$ cat config.mk
export PLATFORM = sky130hd
export DESIGN_NAME = calc_cmd_sequencer
export DESIGN_NICKNAME = d
export VERILOG_FILES = /design/src/rtl/calc_pkg.sv /design/src/rtl/cmd_fifo.sv /design/src/rtl/calc_cmd_sequencer.sv
export SDC_FILE = /design/constraint.sdc
export NUM_CORES = 1
export LEC_CHECK = 0
export BUFFER_PORTS_ARGS = -buffer_cell sky130_fd_sc_hd__buf_2
export CAP_MARGIN = 10
export CORE_MARGIN = 1.5
export CORE_UTILIZATION = 50
export DETAILED_ROUTE_END_ITERATION = 8
export HOLD_SLACK_MARGIN = 0.08
export PLACE_DENSITY = 0.81
export SETUP_SLACK_MARGIN = 0.1
export SLEW_MARGIN = 20
export SYNTH_ARGS = -nofsm -noshare
export SYNTH_HDL_FRONTEND = slang
export SYNTH_SLANG_ARGS = --single-unit
export TNS_END_PERCENT = 5
$ cat constraint.sdc
create_clock -name clock -period 4.4 [get_ports clock]
set_input_delay 0.44 -clock clock [delete_from_list [all_inputs] [get_ports clock]]
set_output_delay 0.44 -clock clock [all_outputs]
set_load 0.02 [all_outputs]
$ cat src/rtl/calc_pkg.sv
// Shared types and command codes for the keypad-to-calculator command sequencer.
package calc_pkg;

    localparam int unsigned KEY_W = 4;

    typedef enum logic [1:0] {
        ERRO    = 2'b00,
        PRONTA  = 2'b01,
        OCUPADA = 2'b10
    } calc_status_e;

    localparam logic [KEY_W-1:0] SOMA     = 4'b1010;
    localparam logic [KEY_W-1:0] SUBT     = 4'b1011;
    localparam logic [KEY_W-1:0] MULT     = 4'b1100;
    localparam logic [KEY_W-1:0] IDLE_CMD = 4'b1101;
    localparam logic [KEY_W-1:0] IGUAL    = 4'b1110;
    localparam logic [KEY_W-1:0] BACKS    = 4'b1111;

    typedef enum logic [1:0] {
        ST_IDLE   = 2'b00,
        ST_ISSUE  = 2'b01,
        ST_SETTLE = 2'b10,
        ST_FLUSH  = 2'b11
    } seq_state_e;

    // Hold codes never carry a command, so they are never queued.
    function automatic logic is_hold_code(input logic [KEY_W-1:0] code,
                                          input logic [KEY_W-1:0] hold);
        return (code == IDLE_CMD) || (code == hold);
    endfunction

endpackage

$ cat src/rtl/cmd_fifo.sv
// Key command FIFO: power-of-two depth, flop storage, combinational head.
module cmd_fifo #(
    parameter int unsigned DEPTH = 8,
    parameter int unsigned WIDTH = 4
) (
    input  logic                     clock,
    input  logic                     reset,
    input  logic                     push,
    input  logic [WIDTH-1:0]         push_data,
    input  logic                     pop,
    output logic [WIDTH-1:0]         head,
    output logic                     full,
    output logic                     empty,
    output logic [$clog2(DEPTH):0]   count
);
    localparam int unsigned AW = $clog2(DEPTH);
    localparam int unsigned CW = AW + 1;

    logic [WIDTH-1:0] mem [DEPTH];
    logic [AW-1:0]    wr_ptr;
    logic [AW-1:0]    rd_ptr;
    logic             do_push;
    logic             do_pop;
    logic [CW-1:0]    count_d;

    // A pop in the same cycle frees the slot, so a full FIFO still accepts the push.
    assign do_pop  = pop && !empty;
    assign do_push = push && (!full || do_pop);
    assign head    = mem[rd_ptr];

    always_comb begin
        count_d = count;
        if (do_push && !do_pop) begin
            count_d = count + CW'(1);
        end else if (!do_push && do_pop) begin
            count_d = count - CW'(1);
        end
    end

    always_ff @(posedge clock) begin
        if (reset) begin
            wr_ptr <= '0;
            rd_ptr <= '0;
            count  <= '0;
            full   <= 1'b0;
            empty  <= 1'b1;
        end else begin
            if (do_push) wr_ptr <= wr_ptr + AW'(1);
            if (do_pop)  rd_ptr <= rd_ptr + AW'(1);
            count <= count_d;
            full  <= (count_d == CW'(DEPTH));
            empty <= (count_d == '0);
        end
    end

    always_ff @(posedge clock) begin
        if (!reset && do_push) begin
            mem[wr_ptr] <= push_data;
        end
    end

endmodule

$ cat src/rtl/calc_cmd_sequencer.sv
// Queues keypad commands and feeds them to the calculator one at a time,
// pacing on calculator status and flushing the queue after an error.
module calc_cmd_sequencer #(
    parameter int unsigned DEPTH    = 8,
    parameter logic [3:0]  IDLE_CMD = 4'b1101
) (
    input  logic                   clock,
    input  logic                   reset,
    input  logic                   key_valid,
    input  logic [3:0]             key_code,
    output logic                   key_ready,
    input  logic [1:0]             calc_status,
    output logic [3:0]             calc_cmd,
    output logic                   cmd_issued,
    output logic [$clog2(DEPTH):0] fifo_count,
    output logic                   overflow
);
    import calc_pkg::*;

    seq_state_e       state_q;
    seq_state_e       state_d;
    calc_status_e     status;
    logic [KEY_W-1:0] cmd_d;
    logic             issued_d;
    logic             pop;
    logic [KEY_W-1:0] head;
    logic             full;
    logic             empty;
    logic             key_live;
    logic             push;
    logic             drop;

    assign status    = calc_status_e'(calc_status);
    assign key_live  = key_valid && !is_hold_code(key_code, IDLE_CMD);
    assign push      = key_live && (!full || pop);
    assign drop      = key_live && full && !pop;
    assign key_ready = !full;

    cmd_fifo #(
        .DEPTH (DEPTH),
        .WIDTH (KEY_W)
    ) u_fifo (
        .clock     (clock),
        .reset     (reset),
        .push      (push),
        .push_data (key_code),
        .pop       (pop),
        .head      (head),
        .full      (full),
        .empty     (empty),
        .count     (fifo_count)
    );

    // Next state and next registered outputs; SETTLE falls through the IDLE
    // decision so back-to-back commands keep a two-cycle cadence.
    always_comb begin
        state_d  = state_q;
        cmd_d    = IDLE_CMD;
        issued_d = 1'b0;
        pop      = 1'b0;
        case (state_q)
            ST_IDLE, ST_SETTLE: begin
                state_d = ST_IDLE;
                if (status == ERRO) begin
                    state_d = ST_FLUSH;
                end else if (status == PRONTA && !empty) begin
                    state_d  = ST_ISSUE;
                    cmd_d    = head;
                    issued_d = 1'b1;
                    pop      = 1'b1;
                end
            end
            ST_ISSUE: begin
                state_d = ST_SETTLE;
            end
            ST_FLUSH: begin
                if (!empty) begin
                    pop = 1'b1;
                    if (head == BACKS) begin
                        state_d  = ST_ISSUE;
                        cmd_d    = head;
                        issued_d = 1'b1;
                    end
                end else if (status != ERRO) begin
                    state_d = ST_IDLE;
                end
            end
            default: begin
                state_d = ST_IDLE;
            end
        endcase
    end

    always_ff @(posedge clock) begin
        if (reset) begin
            state_q    <= ST_IDLE;
            calc_cmd   <= IDLE_CMD;
            cmd_issued <= 1'b0;
            overflow   <= 1'b0;
        end else begin
            state_q    <= state_d;
            calc_cmd   <= cmd_d;
            cmd_issued <= issued_d;
            overflow   <= overflow | drop;
        end
    end

endmodule

==> Word-level counts from Yosys, hierarchy flattened <==
Memory sizes are Yosys's and may differ from the RTL's. A register that Yosys moved wholly into a read port is not among the register bits.
Index checks and enable logic that the tools add are counted.
{ "word_totals": {"register_bits": 20, "mem_bits_rw": 32, "inputBits": 9, "out_inout_bits": 11, "word_cells": 73, "memories": 1} }
{ "op_classes": {"add_sub_neg": 4, "n_eq_ne": 9, "muxes": 24, "bitwise_logic": 1, "n_reduce_logical": 25} }
{ "mem_list": {"columns": ["name", "depth", "word_bits", "read_ports", "rd_clocked_by_memory_dff", "write_ports", "line_no", "source"], "rows": [
  ["u_fifo.mem", 8, 4, 1, 1, 1, "cmd_fifo.sv:19", "logic [WIDTH-1:0] mem [DEPTH];"]
]} }
{ "op_table": {"columns": ["cell", "n"], "rows": [
  ["$mux 4", 6],
  ["$eq 4x4->1 const B", 3],
  ["$logic_and 1x1->1", 10],
  ["$mux 1", 8],
  ["$mux 2", 4],
  ["$pmux 4 s2", 1],
  ["$logic_not 1->1", 7],
  ["$add 3x1->3 const B", 2],
  ["$mux 3", 2],
  ["$pmux 2 s3", 1],
  ["$add 4x1->4 const B", 1],
  ["$eq 2x1->1 const B", 2],
  ["$eq 2x2->1 const B", 2],
  ["$logic_not 2->1", 2],
  ["$logic_not 4->1", 1],
  ["$pmux 1 s2", 2],
  ["$sub 4x1->4 const B", 1],
  ["$ne 3x2->1 const B", 1],
  ["$ne 3x3->1 const B", 1],
  ["$logic_or 1x1->1", 2],
  ["$reduce_and 2->1", 1],
  ["$reduce_bool 2->1", 1],
  ["$reduce_or 2->1", 1],
  ["$or 1x1->1", 1]
]} }

==> Longest topological paths before layout <==
{ "depth": {"depth_word": 13, "depth_mapped": 7, "mapped_depth_nobuf": 7} }

==> Hierarchy <==
Synthesis repeated with hierarchy kept, for this count alone.
{ "unflattened": {"cells_unflattened": 167, "hier_area_um2": 2252.2} }
{ "by_module_without_submodules": {"columns": ["module", "instances", "cells_per_inst", "area_per_inst_um2", "seq_area_each_um2"], "rows": [
  ["cmd_fifo", 1, 129, 1914.3, 1261.2],
  ["calc_cmd_sequencer", 1, 38, 337.8, 160.2]
]} }

==> Least setup slack after synthesis <==
Ideal clock, no wire load.
{ "synth_path": {"kind": "input to register", "start": "in calc_status[1]", "end": "mem u_fifo.mem[0][0] (enable)", "setup_time_ns": 0.357, "arrival_ns": 2.084, "t_required_ns": 4.043, "slack_ns": 1.959, "cell_stages": 7, "path_buffers": 2, "cell_sequence": "or4b_1 > buf_2 > and2_4 > buf_6 > a21o_1 > or2_1 > nor4_2"} }
{ "synth_via": {"elab_chain_cells": 11, "elab_cells_between_ends": 14, "classes_between": "1 x eq/ne; 5 x mux; 8 x reduce/logical"} }
{ "synth_rtl": {"columns": ["element", "line_no", "source"], "rows": [
  ["from (decl)", "calc_cmd_sequencer.sv:12", "input logic [1:0] calc_status,"],
  ["$eq 2x1->1", "calc_cmd_sequencer.sv:66", "end else if (status == PRONTA && !empty) begin"],
  ["$logic_and 1x1->1", "calc_cmd_sequencer.sv:66", null],
  ["$mux 1", "calc_cmd_sequencer.sv:66", null],
  ["$mux 1 *", "calc_cmd_sequencer.sv:64", "if (status == ERRO) begin"],
  ["$pmux 1 s2 *", "calc_cmd_sequencer.sv:61", "case (state_q)"],
  ["$logic_or 1x1->1 / $logic_and 1x1->1 (equally long branches)", "calc_cmd_sequencer.sv:35, cmd_fifo.sv:27", null],
  ["$logic_and 1x1->1 / $logic_or 1x1->1 (equally long branches)", "calc_cmd_sequencer.sv:35, cmd_fifo.sv:28", null],
  ["$logic_and 1x1->1 *", "cmd_fifo.sv:28", "assign do_push = push && (!full || do_pop);"],
  ["$logic_and 1x1->1 *", "cmd_fifo.sv:57", "if (!reset && do_push) begin"],
  ["$mux 1 *", "cmd_fifo.sv:57", null],
  ["$mux 1 (not written as such) *", "cmd_fifo.sv:58", "mem[wr_ptr] <= push_data;"],
  ["to (decl)", "cmd_fifo.sv:19", null]
]} }
Every way passes the cells marked *; elsewhere a longest branch is shown, timed or not.

==> Worst setup path in the final report <==
{ "layout_path": {"start": "reg state_q[0]", "end": "mem u_fifo.mem[1][2] (enable)"} }
{ "layout_via": {"elab_chain_cells": 9, "elab_cells_between_ends": 13, "classes_between": "2 x eq/ne; 3 x mux; 8 x reduce/logical"} }
{ "layout_rtl": {"columns": ["element", "line_no", "source"], "rows": [
  ["from (decl)", "calc_cmd_sequencer.sv:20", "seq_state_e state_q;"],
  ["from (signal assigned)", "calc_cmd_sequencer.sv:101", "state_q <= state_d;"],
  ["$eq 2x2->1 / $logic_not 2->1 (equally long branches)", "calc_cmd_sequencer.sv:61", null],
  ["$reduce_or 2->1", "calc_cmd_sequencer.sv:61", null],
  ["$pmux 1 s2 *", "calc_cmd_sequencer.sv:61", null],
  ["$logic_or 1x1->1 / $logic_and 1x1->1 (equally long branches)", "calc_cmd_sequencer.sv:35, cmd_fifo.sv:27", null],
  ["$logic_and 1x1->1 / $logic_or 1x1->1 (equally long branches)", "calc_cmd_sequencer.sv:35, cmd_fifo.sv:28", null],
  ["$logic_and 1x1->1 *", "cmd_fifo.sv:28", null],
  ["$logic_and 1x1->1 *", "cmd_fifo.sv:57", null],
  ["$mux 1 *", "cmd_fifo.sv:57", null],
  ["$mux 1 (not written as such) *", "cmd_fifo.sv:58", null]
]} }
Marked as above.

==> results.py <==
metrics = {
    "status": {
        "run_status": "finished clean",
    },
    "setup_path": {
        "crit_family": "simple AND/OR/NAND/NOR gates",
        "required_ps": 4340,
        "crit_type": "reg -> reg",
        "crit_slowest_cell": "or4b_1",
        "worstPathCellList": "or4b_1 -> nand2_1 -> o2111ai_1 -> nor4_1",
        "worstPathArrival_ps": 2520,
        "cp_slowest_stage_delay_ps": 660,
        "end_kind": "flop",
        "start_kind": "flop",
        "cp_max_fo": 9,
        "crit_buf_inv": 0,
    },
    "power_and_ir_drop": {
        "sw_frac_of_total_pct": 25.1,
        "p_clk_share_pct": 27.5,
        "power.density_nw_per_um2": 397,
        "p_switching_uw": 247,
        "internal-power_uw": 737,
        "power.leakage_uw": 0.000879,
        "ir_drop_uv": 198,
        "power_frac_comb_pct": 12.9,
        "p_seq_share_pct": 59.6,
    },
    "logic_synthesis": {
        "syn-cell-area_um2": 2270,
        "ys_warn_count": 0,
        "ys.flop_type": "edfxtp_1",
        "yosysMostFrequentCell": "edfxtp_1",
        "ys_seq_elements": 55,
        "synthDistinctLibCells": 39,
        "syn_avg_cell_area_um2": 13.1,
        "synth-seq-area-share_pct": 62.7,
        "synth_area_leaders": "edfxtp_1 (42%), dfxtp_1 (20%), mux4_2 (7.9%), nor2_1 (3.5%), mux2i_1 (2.6%)",
        "synth_edf_count": 32,
        "synthArstFlopShare_pct": 0,
        "synth_top_area_cell": "edfxtp_1",
        "synth_top_cell_area_share_pct": 42.4,
        "synth_common_cells": "edfxtp_1 (32), dfxtp_1 (23), nor2_1 (21)",
        "syn-num-nets": 186,
        "netlist_instances": 173,
    },
    "flow_run": {
        "max-cap-violations": 0,
    },
    "clock_network": {
        "htree_num_levels": 2,
        "post_cts_buffers": 0,
        "clk_pin_slew_ps": 90,
        "cts_buffers": 5,
        "clkSinkCount": 55,
        "ctsResizeCount": 0,
        "postCtsHoldBufs": 0,
        "cts_tree": "yes",
        "clk_latency_ps": 300,
        "clockBufferDepth": 2,
        "cts_root_buffer": "clkbuf_8",
    },
    "timing": {
        "drv_slew": 0,
        "rsz0062_at_grt": "no",
        "max_freq_mhz": 387,
        "hold_viol_final": 0,
        "fin_skew_ps": 6.84,
        "fin_setup_tns_ps": 0,
        "fin_crit_ps": 2580,
        "min_period_over_period_pct": 58.7,
        "setup_viol": 0,
        "tightest_slew_ps": 746,
        "timing.max_slew.rel_slack_pct": 49.8,
    },
    "floorplan": {
        "io_pins": 20,
        "dieHeight_um": 70.3,
        "rows": 24,
        "die_x_um": 70.3,
        "core_area_um2": 4350,
        "die_area_um2": 4950,
        "start_util_pct": 52.1,
    },
    "grt": {
        "antenna_found_initial": 0,
        "grt_max_degree": 23,
        "grt_pass1_wl_um": 6310,
        "grt_usage_pct": 16.8,
        "grt-ovfl-total": 0,
        "grt_pass1_vias": 1298,
    },
    "routing": {
        "via_count": 1353,
        "final_antenna_net_count": 0,
        "route.detailed.drc": 0,
        "drt_iter0_drc": 57,
        "totalWireLength_um": 3800,
        "routedWlPerCell_um": 15.6,
        "dr.pass1.iters": 4,
        "vias_per_cell": 5.55,
    },
    "placement": {
        "io_buffers": 19,
        "dp_hpwl_um": 2770,
        "routabilityCongestion": 0.752,
    },
    "hold_path": {
        "hp-class": "in -> reg",
    },
    "cells_and_area": {
        "nets": 204,
        "drive_gt1_share_pct": 20.8,
        "area.growth.synth_to_final_pct": 9.22,
        "diodes": 0,
        "final_util_pct": 56.9,
    },
}
per-layer routing:
metal | part of all wire (%) | wire [µm] | track usage (%) | up-vias
met5 | 0 | 0 | 0 | -
li1 | - | - | - | 674
met2 | 48 | 1810 | 25.7 | 31
met1 | 47 | 1780 | 23.1 | 641
met4 | 1.8 | 68 | 6.41 | 0
met3 | 3.8 | 144 | 4.18 | 7
placed cells by master (no fill, tap or decap), types with 2 or more instances in the layout:
master	synthesis	final
edfxtp_1	32	32
mux2i_1	6	6
inv_1	8	8
nand3_1	3	3
a221oi_1	2	2
a21oi_1	7	7
clkbuf_8	0	5
nor2_1	21	21
nand2_1	14	14
dfxtp_1	23	23
mux4_2	8	8
xnor2_1	2	2
buf_2	2	19
nor4_1	3	3
nand3b_1	2	2
nor3_1	5	5
o21ai_0	2	2
ha_1	4	4
or3_1	2	2
xor2_1	3	3
flip-flops by register name, indices dropped and copies added (netlist names), named ones only:
name,cells
calc_cmd,4
cmd_issued,1
overflow,1
state_q,2
u_fifo.count,4
u_fifo.empty,1
u_fifo.full,1
u_fifo.mem,32
u_fifo.rd_ptr,3
u_fifo.wr_ptr,3
path summary, 6_finish.rpt:
kind / start / to / slack [ps] / depth (start not counted)
hold / removal: calc_status[1] / state_q[0]$_SDFFE_PP0P_ / 340 / 2
hold reg to reg: overflow$_SDFF_PP0_ / overflow$_SDFF_PP0_ / 480 / 2
setup / recovery: state_q[0]$_SDFFE_PP0P_ / u_fifo.mem[1][2]$_DFFE_PP_ / 1820 / 4
setup reg to reg: state_q[0]$_SDFFE_PP0P_ / u_fifo.mem[1][2]$_DFFE_PP_ / 1820 / 4
final cells by class:
type | instances | area, µm²
Timing Repair Buffer | 19 | 95.1
Sequential cell | 55 | 1420
Clock inverter | 2 | 12.5
Tap cell | 52 | 65.1
Multi-Input combinational cell | 102 | 776
Inverter | 8 | 30.0
Clock buffer | 6 | 76.3
Fill cell | 350 | 1880
power by group through the flow:
stage | registers (µW) | logic, µW | clock network (µW)
floorplan | 600 | 91.4 | 0
global placement | 596 | 125 | 0
detailed placement | 598 | 127 | 0
CTS | 586 | 128 | 278
global route | 590 | 143 | 301
finish | 586 | 127 | 271
kinds of logic after synthesis:
family,share of synthesized area (%)
AOI/OAI and AO/OA,6.40
xor gates and xnor gates,1.93
adders and majority gates,2.21
buffers and inverters,3.09
DFF,62.7
muxes,10.6
and+or+nand+nor,13.1
per-stage QoR:
step / instances / hold slack [ps] / power [µW] / setup slack, ps / instance area, µm²
after floorplan: 173 / 454 / 691 / 1960 / 2270
after global placement: 236 / 456 / 721 / 1810 / 2390
after detailed placement: 236 / 463 / 725 / 1660 / 2390
after CTS: 244 / 332 / 992 / 1820 / 2480
after global routing: 244 / 337 / 1030 / 1670 / 2480
final: 244 / 340 / 984 / 1820 / 2480
worst register-to-register path, stage by stage, from the launching register on:
cell and delay, ps:
dfxtp_1 350, or4b_1 660, nand2_1 330, o2111ai_1 250, nor4_1 630
No activity file was read; power rests on OpenSTA's default activity.
